`config.mk`:
```
export PLATFORM = sky130hd
export DESIGN_NAME = timed_cmd_sched
export DESIGN_NICKNAME = d
export VERILOG_FILES = /design/src/rtl/timed_cmd_pkg.sv /design/src/rtl/timed_cmd_fifo.sv /design/src/rtl/timed_cmd_sched.sv
export SDC_FILE = /design/constraint.sdc
export NUM_CORES = 1
export LEC_CHECK = 0
export BUFFER_PORTS_ARGS = -buffer_cell sky130_fd_sc_hd__buf_2
export CORE_MARGIN = 5
export CORE_UTILIZATION = 55
export CTS_CLUSTER_SIZE = 24
export DETAILED_ROUTE_END_ITERATION = 16
export GPL_TIMING_DRIVEN = 0
export PLACE_DENSITY = 0.81
export SLEW_MARGIN = 20
export SYNTH_ARGS = -nofsm -noshare
export SYNTH_HDL_FRONTEND = slang
export SYNTH_SLANG_ARGS = --single-unit
```
`constraint.sdc`:
```
create_clock -name clk -period 12.07 [get_ports clk]
set_input_delay 1.207 -clock clk [delete_from_list [all_inputs] [get_ports clk]]
set_output_delay 1.207 -clock clk [all_outputs]
set_load 0.05 [all_outputs]
```
`src/rtl/timed_cmd_pkg.sv`:
```
// Shared types and helpers for the timestamped command scheduler.
// Holds the scheduler state encoding, the entry width helper and the modular late test.
package timed_cmd_pkg;

    localparam int unsigned MAX_TS_W = 64;

    typedef enum logic [1:0] {
        IDLE = 2'd0,
        LOAD = 2'd1,
        WAIT = 2'd2
    } sched_state_t;

    // Width of one packed {ts, data} FIFO entry.
    function automatic int unsigned entry_width(input int unsigned ts_w, input int unsigned data_w);
        return ts_w + data_w;
    endfunction

    // A head is late when (head_ts - sample_idx) mod 2^ts_w has its top bit set.
    function automatic logic ts_is_late(input logic [MAX_TS_W-1:0] diff, input int unsigned ts_w);
        logic [MAX_TS_W-1:0] msb_down;
        msb_down = diff >> (ts_w - 1);
        return msb_down[0];
    endfunction

endpackage

```
`src/rtl/timed_cmd_fifo.sv`:
```
// Purpose: single-clock sync FIFO, first-word fall-through read, registered full/empty/level.
// Latency: a push is visible on pop_data and counted in level the cycle after it is accepted.
// Backpressure: pushes while full and pops while empty are ignored; flush clears everything.
module timed_cmd_fifo #(
    parameter int WIDTH = 88,
    parameter int DEPTH = 8
) (
    input  logic                       clk,
    input  logic                       aresetn,
    input  logic                       flush,
    input  logic                       push,
    input  logic [WIDTH-1:0]           push_data,
    input  logic                       pop,
    output logic [WIDTH-1:0]           pop_data,
    output logic                       full,
    output logic                       empty,
    output logic [$clog2(DEPTH):0]     level
);

    localparam int AW = $clog2(DEPTH);
    localparam int LW = AW + 1;

    logic [WIDTH-1:0] mem [DEPTH];
    logic [AW-1:0]    wr_ptr;
    logic [AW-1:0]    rd_ptr;
    logic [LW-1:0]    count;
    logic [LW-1:0]    count_nxt;
    logic             do_push;
    logic             do_pop;

    assign do_push  = push && !full && !flush;
    assign do_pop   = pop && !empty && !flush;
    assign pop_data = mem[rd_ptr];
    assign level    = count;

    always_comb begin
        count_nxt = count;
        if (do_push && !do_pop) begin
            count_nxt = count + LW'(1);
        end else if (!do_push && do_pop) begin
            count_nxt = count - LW'(1);
        end
    end

    always_ff @(posedge clk) begin
        if (!aresetn || flush) begin
            wr_ptr <= '0;
            rd_ptr <= '0;
            count  <= '0;
            full   <= 1'b0;
            empty  <= 1'b1;
        end else begin
            if (do_push) begin
                wr_ptr <= wr_ptr + AW'(1);
            end
            if (do_pop) begin
                rd_ptr <= rd_ptr + AW'(1);
            end
            count <= count_nxt;
            full  <= (count_nxt == LW'(DEPTH));
            empty <= (count_nxt == '0);
        end
    end

    // Storage needs no reset: pointers and count define what is valid.
    always_ff @(posedge clk) begin
        if (do_push) begin
            mem[wr_ptr] <= push_data;
        end
    end

endmodule

```
`src/rtl/timed_cmd_sched.sv`:
```
// Purpose: release queued (timestamp, command) pairs when sample_idx hits the head timestamp; TIMED_CMD_LATE_DROP_EN drops late heads.
// Latency: push N -> first compare N+3; match at M -> out_valid at M+1; releases at least 3 cycles apart.
// Backpressure: cmd_ready is a registered "level != DEPTH", where level counts the held head too.
module timed_cmd_sched
    import timed_cmd_pkg::*;
#(
    parameter int SAMPLE_CLK_WIDTH = 56,
    parameter int CMD_WIDTH        = 32,
    parameter int DEPTH            = 8
) (
    input  logic                          clk,
    input  logic                          aresetn,
    input  logic [SAMPLE_CLK_WIDTH-1:0]   sample_idx,
    input  logic [SAMPLE_CLK_WIDTH-1:0]   cmd_ts,
    input  logic [CMD_WIDTH-1:0]          cmd_data,
    input  logic                          cmd_valid,
    output logic                          cmd_ready,
    input  logic                          flush,
    output logic [CMD_WIDTH-1:0]          out_data,
    output logic                          out_valid,
    output logic                          late,
    output logic [$clog2(DEPTH):0]        level
);

    localparam int LW = $clog2(DEPTH) + 1;
    localparam int EW = int'(entry_width(SAMPLE_CLK_WIDTH, CMD_WIDTH));

    typedef struct packed {
        logic [SAMPLE_CLK_WIDTH-1:0] ts;
        logic [CMD_WIDTH-1:0]        data;
    } entry_t;

    sched_state_t                state;
    sched_state_t                state_nxt;
    entry_t                      push_entry;
    entry_t                      fifo_head;
    entry_t                      head;
    logic                        fifo_full;
    logic                        fifo_empty;
    logic [LW-1:0]               fifo_level;
    logic [LW-1:0]               level_nxt;
    logic                        ready_q;
    logic                        push;
    logic                        pop;
    logic                        fire;
    logic                        miss;
    logic [SAMPLE_CLK_WIDTH-1:0] diff;
    logic [MAX_TS_W-1:0]         diff_ext;
    logic                        behind;
`ifndef TIMED_CMD_LATE_DROP_EN
    logic                        late_pend;
`endif

    assign push_entry = '{ts: cmd_ts, data: cmd_data};
    assign push       = cmd_valid && ready_q && !fifo_full && !flush;
    assign cmd_ready  = ready_q;
    assign diff       = head.ts - sample_idx;
    assign diff_ext   = MAX_TS_W'(diff);
    assign behind     = ts_is_late(diff_ext, SAMPLE_CLK_WIDTH);
    assign level      = fifo_level + LW'(state != IDLE);

    timed_cmd_fifo #(
        .WIDTH (EW),
        .DEPTH (DEPTH)
    ) u_fifo (
        .clk       (clk),
        .aresetn   (aresetn),
        .flush     (flush),
        .push      (push),
        .push_data (push_entry),
        .pop       (pop),
        .pop_data  (fifo_head),
        .full      (fifo_full),
        .empty     (fifo_empty),
        .level     (fifo_level)
    );

    always_ff @(posedge clk) begin
        if (!aresetn) begin
            state <= IDLE;
        end else begin
            state <= state_nxt;
        end
    end

    always_comb begin
        state_nxt = state;
        pop       = 1'b0;
        fire      = 1'b0;
        miss      = 1'b0;
        case (state)
            IDLE: begin
                if (!fifo_empty) begin
                    pop       = 1'b1;
                    state_nxt = LOAD;
                end
            end
            LOAD: state_nxt = WAIT;
            WAIT: begin
                if (diff == '0) begin
                    fire      = 1'b1;
                    state_nxt = IDLE;
                end else if (behind) begin
                    miss      = 1'b1;
                    state_nxt = IDLE;
                end
            end
            default: state_nxt = IDLE;
        endcase
        if (flush) begin
            state_nxt = IDLE;
            pop       = 1'b0;
            fire      = 1'b0;
            miss      = 1'b0;
        end
    end

    always_comb begin
        level_nxt = level + LW'(push) - LW'(fire || miss);
        if (flush) begin
            level_nxt = '0;
        end
    end

    always_ff @(posedge clk) begin
        if (!aresetn) begin
            ready_q <= 1'b1;
        end else begin
            ready_q <= (level_nxt != LW'(DEPTH));
        end
    end

    always_ff @(posedge clk) begin
        if (!aresetn) begin
            head      <= '0;
            out_data  <= '0;
            out_valid <= 1'b0;
            late      <= 1'b0;
`ifndef TIMED_CMD_LATE_DROP_EN
            late_pend <= 1'b0;
`endif
        end else begin
            if (pop) begin
                head <= fifo_head;
            end
`ifdef TIMED_CMD_LATE_DROP_EN
            out_valid <= fire;
            late      <= miss;
            if (fire) begin
                out_data <= head.data;
            end
`else
            // A late head still executes; its late flag trails the strobe by one cycle.
            out_valid <= fire || miss;
            late_pend <= miss;
            late      <= late_pend;
            if (fire || miss) begin
                out_data <= head.data;
            end
`endif
        end
    end

endmodule

```
==> results_dict.tcl, run 1 <==
set metrics [dict create \
    post_synth_num_cell_types 89 \
    cts_root_buf "clkbuf_16" \
    cts_buffer_depth 3 \
    end_kind "register" \
    dp_cells 3396 \
    cts-resized-gates 0 \
    grt_max_degree 21 \
    cap_violations 0 \
    rows 93 \
    ys.flop_type "edfxtp_1" \
    final_hold_viol_count 0 \
    numCtsBuffers 84 \
    synth.most_common_cell "edfxtp_1" \
    grt-ovfl-total 0 \
    area_delta_synth_final_pct 16.72 \
    ant_nets 0 \
    ys_ff_latch 842 \
    finalPower_mw 6.817 \
    core_um2 64580 \
    internal-power_mw 5.173 \
    status "finished, final reports clean" \
    cp-start-kind "input port" \
    via_count 22030 \
    num-fill-cells 4448 \
    fin_crit_ns 6.545 \
    reg2reg_depth 23 \
    die_x_um 265.5 \
    pwr-share-comb 0.113 \
    post_dp_cell_area_um2 38810 \
    ir_drop_mv 0.1560 \
    synth_edf_count 704 \
    maxSlewHeadroom 0.2830 \
    report.final.slew_viol_count 0 \
    seq_power_share 0.476 \
    setup_violations 0 \
    syn_area_um2 35890 \
    yosysWarnings 0 \
    path_delay_family "compound AO/OA/AOI/OAI gates" \
    synthArstFlopShare 0 \
    fin_worst_skew_ns 0.04072 \
    nets 2842 \
    stdcell_area_um2 41890 \
    htreeDepth 3 \
    syn_nets 2461 \
    grt_pass1_vias 22850 \
    grt_antenna_before_repair 19 \
    crit_buf_inv 6 \
    critPathArrivalTime_ns 7.03 \
    die_area_um2 70470 \
    insertion_delay_ns 0.66 \
    initial_core_util 0.5558 \
    hold_path.class "reg2reg" \
    grt_pass1_wl_um 140400 \
    cts_tree "yes" \
    rsz0062_at_grt "no" \
    critPathSlowestCell "a2111oi_0" \
    dr.first_iter.drc_count 2203 \
    hold_buffers 0 \
    drt_pass1_iterations 5 \
    p_sw_frac 0.2411 \
    reg2reg_from "head[57]$_SDFFE_PN0P_" \
    hpwl_um 64850 \
    p_sw_mw 1.644 \
    tightest_slew_ns 1.075 \
    p_per_area_nw_per_um2 162.7 \
    die_height_um 265.5 \
    hold_slack_ns 0.4601 \
    post-cts-setup-buffers 0 \
    fin_crit_sh 0.5422 \
    path_clk_slew_ns 0.06 \
    drive_above_1_share 0.2409 \
    regArea_um2 23900 \
    slowest_delay_ns 0.65 \
    clock.fmax_mhz 152.8 \
    numClockSinks 842 \
    crit_type "in2reg" \
    hold_end "out_data[31]$_SDFFE_PN0P_" \
    hold_depth 2 \
    wl_um 93270 \
    drc_errors 0 \
    synth_common_cells "704 x edfxtp_1, 233 x nand2_1, 176 x mux4_2" \
    p_leak_nw 15.27 \
    yosys.area.top_type_share 0.5890 \
    required_ns 12.56 \
    multiInputGateArea_um2 11220 \
    io_buffer_count 185 \
    rrSetupSlack_ns 5.88 \
    via_per_inst 6.179 \
    wire_per_inst_um 26.16 \
    min_from "out_data[31]$_SDFFE_PN0P_" \
    worstPathMaxFanout 10 \
    syn_inst 2247 \
    timing.rr.end "cmd_ready$_SDFF_PN1_" \
    avgSynthCellArea_um2 15.97 \
    io_pins 187 \
    final_cells 3566 \
    globalRouteTotalUtil 0.2621 \
    ys_top_cells_by_area "edfxtp_1 59%, mux4_2 11%, dfxtp_1 7.7%, mux2i_1 3.5%, o211a_1 2.5%" \
    place_congestion 0.9392 \
    crit_top_cell "ha_1" \
    yosysTopAreaCell "edfxtp_1" \
    seq_area_frac_synth 0.6660 \
    clock_power_share 0.411 \
]
[routing by layer]
metal	GRT usage	part of all wire	wire length, um
met4	0.08210	0.031	2905
met2	0.4433	0.51	47140
met1	0.3431	0.38	35870
met3	0.05938	0.078	7284
met5	0	0.00083	77
[worst max-delay path by stage]
stage | start | end | slack [ns] | depth (start not counted)
after floorplan | flush | u_fifo.mem[1][0]$_DFFE_PP_ | 0.33 | 4
after global placement | flush | u_fifo.mem[1][55]$_DFFE_PP_ | -9.10 | 5
after detailed placement | sample_idx[25] | cmd_ready$_SDFF_PN1_ | 4.98 | 25
after CTS | sample_idx[25] | cmd_ready$_SDFF_PN1_ | 5.60 | 25
after global routing | sample_idx[9] | cmd_ready$_SDFF_PN1_ | 5.32 | 24
final | sample_idx[25] | cmd_ready$_SDFF_PN1_ | 5.53 | 25
[stage by stage]
step / setup slack (ns) / util / setup TNS, ns
after floorplan: 0.3308 / - / 0
after global placement: -9.105 / 0.5867 / -2904.15
after detailed placement: 4.982 / 0.6010 / 0
after CTS: 5.603 / 0.6479 / 0
after global routing: 5.324 / 0.6484 / 0
final: 5.525 / 0.6487 / 0
[sequential cells by signal, summed over array words and instances (netlist names)]
signal         flops
u_fifo.rd_ptr      3
out_data          32
late               1
u_fifo.level       4
cmd_ready          1
u_fifo.full        1
state              2
u_fifo.empty       1
u_fifo.mem       704
head              88
u_fifo.wr_ptr      3
out_valid          1
late_pend          1
[power groups by stage]
stage | logic (mW) | clock network [mW] | registers [mW]
finish | 0.768 | 2.80 | 3.25
global route | 0.838 | 2.96 | 3.25
floorplan | 0.515 | 0 | 3.30
detailed placement | 0.752 | 0 | 3.31
global placement | 0.727 | 0 | 3.32
CTS | 0.761 | 2.83 | 3.25
[cell type report]
type | count | share of cell area
diodes | 13 | 0.0007765
plain buffers | 124 | 0.01266
clock buffers | 111 | 0.05755
clock inverters | 45 | 0.01478
inverters | 76 | 0.006810
multi-input cells | 1205 | 0.2679
flip-flops and latches | 842 | 0.5706
well taps | 855 | 0.02554
repair buffers | 295 | 0.04337
[layout by cell type, fill, tap and decap left out, drive strengths merged, types with 8 or more instances in the layout]
master   netlist  routed
a211oi        11      11
a21o          18      18
a21oi         82      82
a31oi          9       9
buf           31     323
bufinv         0      11
clkbuf        93     207
clkinv         1      27
dfxtp        138     138
diode          0      13
edfxtp       704     704
ha            65      65
inv           75      80
mux2i        127     127
mux4         176     176
nand2        233     233
nand2b         9       9
nand3         21      21
nand4         27      27
nor2          66      66
nor2b         12      12
nor3          23      23
o2111ai        8       8
o211a         90      90
o211ai        14      14
o21a          17      17
o21ai         54      54
xnor2         18      18
xor2           8       8
[worst register-to-register path: stages (launching register included)]
cell	delay [ns]
dfxtp_1	0.34
ha_1	0.36
clkbuf_1	0.48
nand4_1	0.30
nor2_1	0.22
nand2_1	0.09
a211o_1	0.32
a31oi_1	0.24
xor2_1	0.11
a2111oi_0	0.65
o2111a_1	0.34
nand4b_4	0.12
nor4b_2	0.35
o21a_1	0.19
buf_6	0.19
buf_12	0.18
ha_1	0.21
inv_1	0.07
ha_1	0.29
a21o_1	0.19
a21oi_1	0.17
xnor2_1	0.16
xnor2_1	0.08
or4_1	0.41
[cells by family after synthesis]
group           after synthesis  share of synthesized area
compound gates              361                    0.07673
xor+xnor                     26                   0.006345
fa+ha+maj                    66                    0.02322
buf+inv                     200                    0.02255
flops                       842                     0.6660
mux                         305                     0.1466
simple gates                447                    0.05860
Note: power is estimated with default switching activity, not from simulation.
==> inputs of run 2 (changes only) <==
==> constraint.sdc (replaced) <==
create_clock -name clk -period 5.5 [get_ports clk]
set_input_delay 0.55 -clock clk [delete_from_list [all_inputs] [get_ports clk]]
set_output_delay 0.55 -clock clk [all_outputs]
set_load 0.05 [all_outputs]
==> run 2 against run 1 <==
Utilization grew 0.22 points. Hold slack lost 0.28 ns. Non-clock buffer count shrank 18. Flip-flop and latch count is the same. Clock skew shrank 0.022 ns. Clock power grew 100%. Die area is the same. Largest power group unchanged. Largest cell class unchanged. Global-route usage grew 0.14 points. Critical path depth shrank 4. Sequential power grew 120%. Via count grew 0.17%. Cell area grew 0.33%.
==> results_dict.tcl, run 2 (synthesis gave the netlist of run 1 again) <==
set metrics [dict create \
    status "finished, final reports clean" \
    dp_cells 3382 \
    area_delta_synth_final_pct 17.11 \
    seq_power_share 0.487 \
    via_count 22070 \
    grt-ovfl-total 0 \
    grt_max_degree 22 \
    io_pins 187 \
    finalPower_mw 14.63 \
    setup.worst_path.start "head[34]$_SDFFE_PN0P_" \
    reg_top3 "u_fifo.mem (704), head (88), out_data (32)" \
    fin_crit_ns 5.341 \
    crit_type "reg2reg" \
    p_sw_mw 3.573 \
    clock.fmax_mhz 187.2 \
    tightest_slew_ns 1.172 \
    hold_depth 1 \
    cts_root_buf "clkbuf_16" \
    final_cells 3541 \
    cts_buffer_depth 3 \
    report.final.slew_viol_count 0 \
    numCtsBuffers 83 \
    die_area_um2 70470 \
    mostFrequentLayoutCells "704 x edfxtp_1, 233 x nand2_1, 187 x buf_2, 176 x mux4_2, 136 x dfxtp_1" \
    cp-start-kind "register" \
    grt_pass1_wl_um 141300 \
    place_congestion 0.9325 \
    wl_um 94070 \
    insertion_delay_ns 0.64 \
    ant_nets 0 \
    cts_tree "yes" \
    pwr-share-comb 0.121 \
    final_hold_viol_count 0 \
    htreeDepth 3 \
    die_x_um 265.5 \
    cap_violations 0 \
    fin_crit_sh 0.9711 \
    clock_power_share 0.391 \
    path_clk_slew_ns 0.06 \
    reg2reg_from "head[34]$_SDFFE_PN0P_" \
    grt_antenna_before_repair 15 \
    setup_violations 0 \
    drc_errors 0 \
    reg2reg_depth 21 \
    maxSlewHeadroom 0.2190 \
    p_sw_frac 0.2443 \
    grt_pass1_vias 22820 \
    ir_drop_mv 0.3778 \
    hpwl_um 65840 \
    critPathArrivalTime_ns 5.84 \
    num-fill-cells 4376 \
    worstPathMaxFanout 5 \
    initial_core_util 0.5558 \
    wire_per_inst_um 26.57 \
    numClockSinks 842 \
    via_per_inst 6.233 \
    max_flop_register "u_fifo.mem" \
    core_um2 64580 \
    required_ns 6.00 \
    dr.first_iter.drc_count 2311 \
    rsz0062_at_grt "no" \
    hold_buffers 0 \
    largest_reg_flops 704 \
    drt_pass1_iterations 7 \
    nets 2823 \
    p_per_area_nw_per_um2 348.1 \
    internal-power_mw 11.06 \
    fin_worst_skew_ns 0.01848 \
    rows 93 \
    io_buffer_count 185 \
    rrSetupSlack_ns 0.16 \
    drive_above_1_share 0.2626 \
    hold_path.class "in2reg" \
    globalRouteTotalUtil 0.2635 \
    p_leak_nw 15.21 \
    min_from "cmd_ts[31]" \
    layout_commonest_cell "edfxtp_1" \
    die_height_um 265.5 \
    end_kind "register" \
]
run 2: changes by cell type in the layout (fill, tap and decap cells not counted), moves of 5 or more:
| cell | change |
|---|---|
| ha_1 | -11 |
| a21oi_1 | -17 |
| clkbuf_1 | -21 |
| o21ai_0 | -5 |
| clkbuf_2 | +6 |
| buf_2 | -29 |
| a21oi_2 | +13 |
| clkbuf_16 | -6 |
| buf_6 | +16 |
| o21ai_1 | +5 |
| buf_4 | +13 |
| ha_2 | +9 |
run 2: final timing paths:
| check | to |
|---|---|
| hold / removal | u_fifo.mem[3][63]$_DFFE_PP_ |
| hold reg to reg | out_data[12]$_SDFFE_PN0P_ |
| setup reg to reg | cmd_ready$_SDFF_PN1_ |
| setup / recovery | cmd_ready$_SDFF_PN1_ |
run 2: through the flow:
step	setup WS (ns)	utilization	hold WS (ns)	area, um^2	TNS [ns]
2_1_floorplan	-2.827	-	0.4119	35900	-1335.69
5_1_grt	0.009774	0.6507	0.1601	42020	0
4_1_cts	0.01501	0.6467	0.1484	41760	0
3_5_place_dp	-1.082	0.6018	0.4365	38860	-1.082
3_3_place_gp	-9.874	0.5869	0.4256	37900	-5482.15
6_report	0.1591	0.6509	0.1814	42030	0
run 2: layout make-up:
class | instances | area (um^2) | share of cell area
plain buffers | 105 | 462.9 | 0.01101
clock inverters | 42 | 485.5 | 0.01155
repair buffers | 296 | 1961 | 0.04665
diodes | 9 | 22.52 | 0.0005358
inverters | 76 | 285.3 | 0.006787
well taps | 855 | 1070 | 0.02545
clock buffers | 111 | 2303 | 0.05480
multi-input cells | 1205 | 11530 | 0.2744
flip-flops and latches | 842 | 23910 | 0.5688
run 2: timing repair:
item	in CTS	in global routing
buffers inserted	5	11
setup endpoints to repair	1	1
gates resized for setup	33	49
pin swaps	7	21
run 2: critical path, stage by stage, from the launching register on:
cell       delay [ns]
dfxtp_1          0.33
ha_1             0.21
a21o_1           0.22
a21o_1           0.21
or2_1            0.27
mux2_4           0.31
or4_4            0.53
nor4_4           0.18
nand4_1          0.17
nand4bb_1        0.26
nand4b_4         0.23
nor4b_4          0.23
buf_4            0.18
o21a_1           0.17
buf_12           0.12
ha_2             0.25
inv_1            0.05
ha_1             0.15
inv_1            0.06
fa_1             0.48
nand2b_1         0.06
or4_1            0.51
run 2: power by group through the flow:
stage	clock, mW	combinational (mW)	sequential, mW
after global routing	6.08	1.92	7.14
after floorplan	0	1.13	7.24
after global placement	0	1.61	7.27
after CTS	5.80	1.71	7.13
final	5.72	1.78	7.13
after detailed placement	0	1.67	7.26
run 2: layer usage:
metal  part of all wire  wire length [um]  GRT usage  vias to the layer above
li1                   -                 -          -                     9601
met1               0.40             37370     0.3582                    11310
met2               0.50             46780     0.4376                      979
met3              0.073              6843    0.04736                      174
met4              0.032              3004    0.08839                       12
met5            0.00073                69          0                        -
